[src/rtl/pong_pkg.sv]
// -----------------------------------------------------------------------------
// pong_pkg
// Shared definitions for the pong ball logic: default playfield geometry,
// ball size, the ball controller state encoding and the frame timer width.
// No ports (package).
// -----------------------------------------------------------------------------
package pong_pkg;

    localparam int PONG_SCREEN_W  = 640;
    localparam int PONG_SCREEN_H  = 480;
    localparam int PONG_BALL_SIZE = 64;

    // Wide enough for any realistic cooldown / score-hold frame count.
    localparam int TIMER_W = 16;

    typedef enum logic [1:0] {
        ST_IDLE,
        ST_MOVE,
        ST_HIT_HOLD,
        ST_SCORED
    } ball_state_t;

endpackage

[src/rtl/frame_timer.sv]
// -----------------------------------------------------------------------------
// frame_timer
// Loadable down-counter of video frames, shared by the paddle cooldown and
// the post-score freeze.
//
// Ports:
//   clk      - pixel clock
//   rst_n    - asynchronous active-low reset (count cleared)
//   load     - load load_val into the counter (wins over tick)
//   load_val - number of frame ticks in the interval
//   tick     - decrement by one (frame_tick while the interval runs)
//   done     - the tick arriving now is the last one of the interval
// -----------------------------------------------------------------------------
module frame_timer
    import pong_pkg::*;
#(
    parameter int W = TIMER_W
) (
    input  logic         clk,
    input  logic         rst_n,
    input  logic         load,
    input  logic [W-1:0] load_val,
    input  logic         tick,
    output logic         done
);

    logic [W-1:0] count;

    // done looks one tick ahead so the owner can leave its state on exactly
    // the Nth tick after loading N; a zero load also finishes on its first tick.
    assign done = (count <= W'(1));

    always_ff @(posedge clk or negedge rst_n) begin
        if (!rst_n) begin
            count <= '0;
        end else if (load) begin
            count <= load_val;
        end else if (tick && (count != '0)) begin
            count <= count - W'(1);
        end
    end

endmodule

[src/rtl/ball_motion.sv]
// -----------------------------------------------------------------------------
// ball_motion
// Moves the pong ball once per video frame: serve from the centre, bounce off
// the top/bottom walls, reverse on paddle hits (with a cooldown that ignores
// further collisions), and report a score when the ball leaves either side.
//
// Ports:
//   pixel_clk     - the only clock
//   rst_n         - asynchronous active-low reset
//   frame_tick    - one-cycle pulse per video frame; all motion happens on it
//   serve         - launch request, sampled on a tick while IDLE
//   serve_dir     - launch direction, 0 = left, 1 = right
//   collide_left  - ball overlaps the left paddle
//   collide_right - ball overlaps the right paddle
//   ball_x/ball_y - top-left corner of the ball box (registered)
//   score_left    - one-cycle pulse, left player scored (registered)
//   score_right   - one-cycle pulse, right player scored (registered)
//   busy          - high in every state except IDLE (registered)
// -----------------------------------------------------------------------------
module ball_motion
    import pong_pkg::*;
#(
    parameter int SCREEN_W   = PONG_SCREEN_W,
    parameter int SCREEN_H   = PONG_SCREEN_H,
    parameter int BALL_SIZE  = PONG_BALL_SIZE,
    parameter int STEP       = 2,
    parameter int COOLDOWN   = 4,
    parameter int SCORE_HOLD = 60
) (
    input  logic       pixel_clk,
    input  logic       rst_n,
    input  logic       frame_tick,
    input  logic       serve,
    input  logic       serve_dir,
    input  logic       collide_left,
    input  logic       collide_right,
    output logic [9:0] ball_x,
    output logic [9:0] ball_y,
    output logic       score_left,
    output logic       score_right,
    output logic       busy
);

    localparam logic [9:0]  CENTER_X = 10'((SCREEN_W - BALL_SIZE) / 2);
    localparam logic [9:0]  CENTER_Y = 10'((SCREEN_H - BALL_SIZE) / 2);
    localparam logic [9:0]  STEP_P   = 10'(STEP);
    // 11-bit copies so "position + size + step" can never overflow the compare.
    localparam logic [10:0] STEP_W   = 11'(STEP);
    localparam logic [10:0] SIZE_W   = 11'(BALL_SIZE);
    localparam logic [10:0] LIMIT_X  = 11'(SCREEN_W);
    localparam logic [10:0] LIMIT_Y  = 11'(SCREEN_H);
    localparam logic [TIMER_W-1:0] COOLDOWN_LOAD = TIMER_W'(COOLDOWN);
    localparam logic [TIMER_W-1:0] HOLD_LOAD     = TIMER_W'(SCORE_HOLD);

    ball_state_t state;
    logic        dx_right;
    logic        dy_down;

    logic        moving;
    logic        exit_left;
    logic        exit_right;
    logic        bounce_top;
    logic        bounce_bottom;
    logic        hit_left;
    logic        hit_right;
    logic        hit;
    logic        timer_load;
    logic        timer_tick;
    logic        timer_done;
    logic [TIMER_W-1:0] timer_val;

    assign moving = (state == ST_MOVE) || (state == ST_HIT_HOLD);

    // Bounds are tested against the current position before stepping, so the
    // unsigned coordinates never wrap.
    assign exit_left     = !dx_right && (ball_x < STEP_P);
    assign exit_right    =  dx_right && (({1'b0, ball_x} + SIZE_W + STEP_W) > LIMIT_X);
    assign bounce_top    = !dy_down  && (ball_y < STEP_P);
    assign bounce_bottom =  dy_down  && (({1'b0, ball_y} + SIZE_W + STEP_W) > LIMIT_Y);

    // Only a paddle the ball is heading towards counts, and never during the
    // cooldown; a valid hit pre-empts any score on the same tick.
    assign hit_left  = (state == ST_MOVE) && !dx_right && collide_left;
    assign hit_right = (state == ST_MOVE) &&  dx_right && collide_right;
    assign hit       = hit_left || hit_right;

    assign timer_load = frame_tick && moving && (hit || exit_left || exit_right);
    assign timer_val  = hit ? COOLDOWN_LOAD : HOLD_LOAD;
    assign timer_tick = frame_tick && ((state == ST_HIT_HOLD) || (state == ST_SCORED));

    frame_timer #(
        .W(TIMER_W)
    ) u_timer (
        .clk      (pixel_clk),
        .rst_n    (rst_n),
        .load     (timer_load),
        .load_val (timer_val),
        .tick     (timer_tick),
        .done     (timer_done)
    );

    // Ball controller: state, position, direction and all outputs are
    // registered here and only change on a frame tick (score pulses clear on
    // the following cycle).
    always_ff @(posedge pixel_clk or negedge rst_n) begin
        if (!rst_n) begin
            state       <= ST_IDLE;
            ball_x      <= CENTER_X;
            ball_y      <= CENTER_Y;
            dx_right    <= 1'b1;
            dy_down     <= 1'b1;
            score_left  <= 1'b0;
            score_right <= 1'b0;
            busy        <= 1'b0;
        end else begin
            score_left  <= 1'b0;
            score_right <= 1'b0;
            if (frame_tick) begin
                case (state)
                    ST_IDLE: begin
                        ball_x <= CENTER_X;
                        ball_y <= CENTER_Y;
                        if (serve) begin
                            dx_right <= serve_dir;
                            dy_down  <= 1'b1;
                            state    <= ST_MOVE;
                            busy     <= 1'b1;
                        end
                    end
                    ST_MOVE, ST_HIT_HOLD: begin
                        // Vertical motion is independent of what happens in x.
                        if (bounce_top || bounce_bottom) begin
                            dy_down <= !dy_down;
                        end else if (dy_down) begin
                            ball_y <= ball_y + STEP_P;
                        end else begin
                            ball_y <= ball_y - STEP_P;
                        end

                        if (hit) begin
                            dx_right <= hit_left;
                            ball_x   <= hit_left ? ball_x + STEP_P : ball_x - STEP_P;
                            state    <= ST_HIT_HOLD;
                        end else if (exit_left) begin
                            score_right <= 1'b1;
                            state       <= ST_SCORED;
                        end else if (exit_right) begin
                            score_left <= 1'b1;
                            state      <= ST_SCORED;
                        end else begin
                            ball_x <= dx_right ? ball_x + STEP_P : ball_x - STEP_P;
                            if ((state == ST_HIT_HOLD) && timer_done) begin
                                state <= ST_MOVE;
                            end
                        end
                    end
                    ST_SCORED: begin
                        if (timer_done) begin
                            state  <= ST_IDLE;
                            busy   <= 1'b0;
                            ball_x <= CENTER_X;
                            ball_y <= CENTER_Y;
                        end
                    end
                    default: begin
                        state <= ST_IDLE;
                        busy  <= 1'b0;
                    end
                endcase
            end
        end
    end

endmodule

[config.mk]
export PLATFORM = sky130hd
export DESIGN_NAME = ball_motion
export DESIGN_NICKNAME = d
export VERILOG_FILES = /design/src/rtl/pong_pkg.sv /design/src/rtl/frame_timer.sv /design/src/rtl/ball_motion.sv
export SDC_FILE = /design/constraint.sdc
export NUM_CORES = 1
export LEC_CHECK = 0
export ABC_CLOCK_PERIOD_IN_PS = 5200
export CORE_AREA = 2 2 71 123
export DETAILED_ROUTE_END_ITERATION = 8
export DIE_AREA = 0 0 73 125
export DONT_BUFFER_PORTS = 1
export SYNTH_ARGS = -nofsm -noshare
export SYNTH_HDL_FRONTEND = slang
export SYNTH_SLANG_ARGS = --single-unit
export TNS_END_PERCENT = 30
[constraint.sdc]
create_clock -name pixel_clk -period 5.2 [get_ports pixel_clk]
set_input_delay 0.78 -clock pixel_clk [delete_from_list [all_inputs] [get_ports pixel_clk]]
set_output_delay 0.78 -clock pixel_clk [all_outputs]
set_load 0.1 [all_outputs]
==> results of run 1 <==
-- cells in the mapped netlist (all sizes together), types with 3 or more instances --
cell	instances	area share
nor2	33	0.039
o21ai	14	0.022
o22ai	7	0.014
a21oi	16	0.025
nand4	9	0.018
and2	6	0.012
o211ai	5	0.012
ha	11	0.043
or2	4	0.0079
dfstp	7	0.058
nor3	15	0.024
inv	18	0.021
nand3	13	0.021
xnor2	11	0.030
or3	3	0.0059
nand3b	6	0.014
clkbuf	9	0.011
mux2i	4	0.013
nand2	37	0.045
nand4b	4	0.011
a31o	4	0.011
dfrtp	34	0.27
nor4	8	0.024
o311ai	3	0.0083
a211oi	8	0.019
buf	15	0.031
xor2	7	0.019
a31oi	9	0.020
o311a	4	0.013
and4	3	0.0087
nor3b	3	0.010
-- registers in the layout (all words and copies together), names as in the netlist --
| name | flops |
|---|---|
| score_right | 1 |
| ball_y | 9 |
| busy | 1 |
| state | 2 |
| dx_right | 1 |
| score_left | 1 |
| u_timer.count | 16 |
| ball_x | 9 |
| dy_down | 1 |
-- critical path, cell delays in order, from the launching register on --
cell and delay, ns:
sky130_fd_sc_hd__dfrtp_1 1.02, sky130_fd_sc_hd__inv_1 0.21, sky130_fd_sc_hd__ha_1 0.40, sky130_fd_sc_hd__nor4bb_1 0.28, sky130_fd_sc_hd__a31oi_1 0.07, sky130_fd_sc_hd__o311a_1 0.45
sky130_fd_sc_hd__a31oi_2 0.36, sky130_fd_sc_hd__a31oi_1 0.41, sky130_fd_sc_hd__a211oi_1 0.29
-- power breakdown --
group	internal [mW]	switching (mW)	total, mW
Clock	0.240	0.128	0.368
Sequential	0.453	0.491	0.944
Combinational	0.416	0.730	1.15
Total	1.11	1.35	2.46
-- per-layer routing --
layer  up-vias  part of all wire  global-route usage
met4         0             0.028              0.0969
li1       1347                 -                   -
met5         -                 0                   0
met1      1347              0.38               0.191
met2        76              0.54               0.332
met3        22             0.055              0.0443
-- logic make-up after synthesis --
logic type	Yosys count	share of synthesized area
compound gates	97	0.224
xor+xnor	18	0.0498
simple gates	156	0.276
mux	5	0.0162
flops	41	0.327
fa+ha+maj	11	0.0435
buf+inv	42	0.0628
other cells	1	0.00118
-- cell usage in the layout, fill, tap and decap left out, drive strengths merged, types with 4 or more instances in the layout --
| master | count |
|---|---|
| o22ai | 7 |
| xnor2 | 11 |
| o21ai | 14 |
| nand2 | 37 |
| mux2i | 4 |
| inv | 18 |
| a211oi | 8 |
| nand3 | 13 |
| dfstp | 7 |
| a21oi | 16 |
| xor2 | 7 |
| o211ai | 5 |
| nor2 | 33 |
| nor3 | 15 |
| dfrtp | 34 |
| nor4 | 8 |
| and2 | 6 |
| o311a | 4 |
| buf | 6 |
| a31oi | 9 |
| nand3b | 6 |
| ha | 11 |
| clkbuf | 7 |
| nand4 | 9 |
| or2 | 4 |
| a31o | 4 |
| nand4b | 4 |
-- per-stage QoR --
step           hold slack, ns  area, sq um
4_1_cts                 0.175         3370
2_1_floorplan           0.484         3170
3_5_place_dp            0.486         3200
3_3_place_gp            0.486         3200
5_1_grt                 0.172         3370
6_report                0.180         3370
-- layout make-up --
class	instances	area share
Timing Repair Buffer	6	0.0134
Clock inverter	1	0.00891
Clock buffer	7	0.0423
Inverter	18	0.0200
Tap cell	92	0.0341
Sequential cell	41	0.307
Multi-Input combinational cell	289	0.574
-- worst max path at each step --
stage,startpoint,to,slack [ns],cells after the start
2_1_floorplan,ball_y[1]$_DFFE_PN0P_,ball_y[4]$_DFFE_PN1P_,2.10,8
3_3_place_gp,ball_x[1]$_DFFE_PN0P_,u_timer.count[1]$_DFFE_PN0P_,1.74,8
3_5_place_dp,ball_x[1]$_DFFE_PN0P_,u_timer.count[1]$_DFFE_PN0P_,1.64,8
4_1_cts,ball_x[1]$_DFFE_PN0P_,u_timer.count[1]$_DFFE_PN0P_,1.62,8
5_1_grt,ball_x[1]$_DFFE_PN0P_,u_timer.count[1]$_DFFE_PN0P_,1.39,8
6_report,ball_x[1]$_DFFE_PN0P_,u_timer.count[1]$_DFFE_PN0P_,1.61,8
==> out/metrics.yaml, run 1 <==
job:
  maxCapViolCount: 0
layout:
  utilization: 0.411
  multi_input_area_sq_mm: 0.00194
  finalNetCount: 379
  insertedDiodeCount: 0
  layout-drive-gt1-share: 0.119
  flow.area_growth_from_synthesis_pct: 6.48
  seq_area_sq_mm: 0.00103
  post_layout_nonfiller_instances: 454
  layout.filler_cells: 806
cts:
  postCtsSetupBuffers: 0
  numCtsBuffers: 5
  clock_tree_from_tritoncts: "yes"
  clk_pin_slew_ns: 0.06
  cts-resized-gates: 0
  clock_insertion_delay_worst_skew_ns: 0.29
  cts.sinks: 41
  clock_path_buffers: 2
  h_tree_level_count: 2
  cts.root.buffer_cell: "sky130_fd_sc_hd__clkbuf_16"
  postCtsHoldBufs: 0
logic_synthesis:
  count_of_flip_flops_with_a_built_in_enable_after_synthesis: 0
  yosysWarningCount: 0
  yosysSeqAreaShare: 0.327
  ys_ff_latch: 41
  cell_area_synth_sq_mm: 0.00317
  syn_area_per_cell_sq_um: 8.54
  postSynthCellCount: 371
  async_flop_share: 1.00
  dominantRegCellSynth: "sky130_fd_sc_hd__dfrtp_1"
  synth.distinct_cells: 74
drt:
  detailroute.via_count: 2792
  drtAntennaViolNets: 0
  routed_wl_mm: 8.34
  drtPass1Iterations: 5
  dr_iter_0_viols: 164
  routed_wire_length_per_instance_um: 18.4
  drc: 0
  avg_vias_per_cell: 6.15
critical_path:
  worst_r2r_endpoint: "u_timer.count[1]$_DFFE_PN0P_"
  register_to_register_path_depth: 8
  critical_path.endpoint_type: "register"
  crit_path_start_kind: "register"
  worstPathRequired_ns: 5.39
  worst-path-max-fanout: 12
  timing.critical_path.arrival_ns: 3.78
  rr_startpoint: "ball_x[1]$_DFFE_PN0P_"
  critical_path_class: "register to register"
  reg2reg_slack_ns: 1.61
global_routing:
  pin_count_of_the_biggest_net_entering_global_routing: 42
  antenna_violations_before_repair: 0
  grt_overflow_total: 0
  grt_util_all_layers: 0.185
  grt_pass1_wl_mm: 13.4
  first_global_vias: 2779
power_and_ir_drop:
  design_power_total_mw: 2.46
  total_power_divided_by_cell_area_mw_per_mm2: 729
  p_leak_nw: 1.34
  vdd.ir_drop.worst_mv: 0.248
placement:
  dp.final_hpwl_mm: 6.00
  io_buffer_count: 0
  dpl.cell_count: 446
  routabilityCongestion: 0.869
  placement.setup.worst_slack_ns: 1.64
sta:
  finalClockSkew_ns: 0.00803
  drv_slew: 0
  final-setup-viol-count: 0
  final.setup.tns_ns: 0
  tightest_slew_ns: 1.14
  rsz0062_at_grt: "false"
  slew_headroom: 0.241
  timing.final.ws_setup_ns: 1.61
  final_min_period_over_clock_period: 0.691
  finalCriticalPeriod_ns: 3.59
  max_clock_freq_mhz: 278
  timing_hold_violations_final: 0
floorplan:
  num_rows: 44
  die_w_um: 73
  floorplan.io_pins: 30
  dieHeight_um: 125
  die_area_sq_mm: 0.00913
  floorplan.initialDensity: 0.386
  core-area_sq_mm: 0.00820
run_status:
  status: "finished clean"
hold_path:
  min-delay-path-class: "primary input to async pin"
Power figures use the tool's default switching activity.
==> inputs of run 2 (changes only) <==
Settings changed: ABC_CLOCK_PERIOD_IN_PS 5200 to 3640.
Clock period 5.2 ns to 3.64 ns, I/O delays scaled along.
==> run 2 against run 1 <==
  * Power is 47% higher
  * Clock skew rose by 0.00096 ns
  * Final cell count rose by 2.9%
  * Wire length up 2.1%
  * Via count increased by 4.1%
  * Critical path type unchanged
  * Largest cell class unchanged
  * Highest routed layer unchanged
==> out/metrics.yaml, run 2 (synthesized netlist as in run 1, its figures left out) <==
drt:
  met1_length_mm: 3.26
  drtPass1Iterations: 4
  detailroute.wirelength.met2_mm: 4.73
  drtAntennaViolNets: 0
  dr_iter_0_viols: 138
  routed_wire_length_per_instance_um: 18.2
  detailroute.via_count: 2907
  route.met3.wl_um: 383
  drc: 0
  routed_wl_mm: 8.52
  top_signal_layer_used: "met4"
  avg_vias_per_cell: 6.22
sta:
  timing_hold_violations_final: 0
  drv_slew: 0
  tightest_slew_ns: 0.921
  slew_headroom: 0.386
  finalCriticalPeriod_ns: 2.77
  rsz0062_at_grt: "false"
  max_clock_freq_mhz: 361
  final_min_period_over_clock_period: 0.761
  final-setup-viol-count: 0
  final.setup.tns_ns: 0
  finalClockSkew_ns: 0.00898
critical_path:
  worst-path-max-fanout: 10
  timing.critical_path.arrival_ns: 2.90
  critical_path_class: "register to register"
  rr_startpoint: "ball_x[5]$_DFFE_PN1P_"
  reg2reg_slack_ns: 0.87
  crit_path_start_kind: "register"
  critical_path.endpoint_type: "register"
  worst_r2r_endpoint: "ball_x[2]$_DFFE_PN0P_"
  worstPathRequired_ns: 3.77
  register_to_register_path_depth: 6
global_routing:
  grt_pass1_wl_mm: 13.5
  antenna_violations_before_repair: 0
  grt_overflow_total: 0
  first_global_vias: 2846
  grt_util_all_layers: 0.187
  pin_count_of_the_biggest_net_entering_global_routing: 35
floorplan:
  core-area_sq_mm: 0.00820
  floorplan.initialDensity: 0.386
  die_w_um: 73
  floorplan.io_pins: 30
  num_rows: 44
  dieHeight_um: 125
  die_area_sq_mm: 0.00913
power_and_ir_drop:
  switching_share: 0.542
  vdd.ir_drop.worst_mv: 0.413
  pwr-share-seq: 0.306
  p_leak_nw: 1.40
  total_power_divided_by_cell_area_mw_per_mm2: 1040
  power.clock.fraction: 0.147
  net-switching-power_mw: 1.96
  p_int_mw: 1.66
  comb_power_share: 0.547
cts:
  clock_insertion_delay_worst_skew_ns: 0.29
  cts-resized-gates: 0
  cts.sinks: 41
  postCtsSetupBuffers: 0
  cts.root.buffer_cell: "sky130_fd_sc_hd__clkbuf_16"
  clk_pin_slew_ns: 0.06
  clock_tree_from_tritoncts: "yes"
  postCtsHoldBufs: 1
  h_tree_level_count: 2
  numCtsBuffers: 5
  clock_path_buffers: 2
run_status:
  status: "finished clean"
layout:
  largest_reg_flops: 16
  layout_common_cells: "sky130_fd_sc_hd__nand2_1 (36), sky130_fd_sc_hd__dfrtp_1 (34), sky130_fd_sc_hd__nor2_1 (33)"
  finalNetCount: 392
  final_common_cell: "sky130_fd_sc_hd__nand2_1"
  registers.top_by_ff_count: "u_timer.count"
  utilization: 0.425
  insertedDiodeCount: 0
  reg_top3: "u_timer.count (16), ball_x (9), ball_y (9)"
  layout-drive-gt1-share: 0.152
  flow.area_growth_from_synthesis_pct: 10.1
job:
  maxCapViolCount: 0
placement:
  dp.final_hpwl_mm: 6.17
  io_buffer_count: 0
  routabilityCongestion: 0.906
hold_path:
  min-delay-path-class: "primary input to async pin"
[run 2: worst max path at each step]
| stage | startpoint | endpoint | slack, ns |
|---|---|---|---|
| after floorplan | ball_y[1]$_DFFE_PN0P_ | ball_y[4]$_DFFE_PN1P_ | 0.54 |
| after global placement | ball_x[5]$_DFFE_PN1P_ | ball_x[1]$_DFFE_PN0P_ | 0.94 |
| after detailed placement | ball_y[4]$_DFFE_PN1P_ | ball_y[4]$_DFFE_PN1P_ | 0.88 |
| after global routing | ball_y[4]$_DFFE_PN1P_ | ball_y[4]$_DFFE_PN1P_ | 0.72 |
| after CTS | ball_y[4]$_DFFE_PN1P_ | ball_y[4]$_DFFE_PN1P_ | 0.86 |
| final | ball_x[5]$_DFFE_PN1P_ | ball_x[2]$_DFFE_PN0P_ | 0.87 |
[run 2: power by group through the flow]
stage	combinational, mW	clock [mW]	sequential [mW]
final	1.98	0.531	1.11
after global routing	2.14	0.564	1.14
after CTS	1.98	0.542	1.10
after detailed placement	1.96	0	1.11
after global placement	1.93	0	1.10
after floorplan	1.33	0	1.34
[run 2: final cells by class]
class / count / area (sq um)
timing repair buffer: 19 / 155
tap: 92 / 115
sequential: 41 / 1030
clock buffer: 6 / 139
multi-input combinational: 289 / 1940
clock inverter: 2 / 37.5
fill: 838 / 4720
inverter: 18 / 67.6
[run 2: routing by layer]
layer	up-vias	GRT usage
met2	67	0.348
met1	1444	0.194
met3	11	0.0395
li1	1385	-
met4	0	0.0752
met5	-	0
[run 2: worst max-delay path, stage by stage (launching register included)]
cell                       delay (ns)
sky130_fd_sc_hd__dfstp_2         0.96
sky130_fd_sc_hd__and4_1          0.37
sky130_fd_sc_hd__or2_1           0.13
sky130_fd_sc_hd__o311a_1         0.26
sky130_fd_sc_hd__a31oi_2         0.19
sky130_fd_sc_hd__a21boi_1        0.53
sky130_fd_sc_hd__o22ai_1         0.18
[run 2: through the flow]
stage	hold slack, ns	instance area [sq um]	total power [mW]	cells	worst slack (ns)
global route	0.0796	3490	3.85	467	0.718
detailed placement	0.252	3290	3.07	458	0.885
global placement	0.252	3290	3.04	458	0.939
finish	0.0904	3490	3.62	467	0.869
CTS	0.0853	3490	3.62	467	0.861
floorplan	0.250	3170	2.67	372	0.545
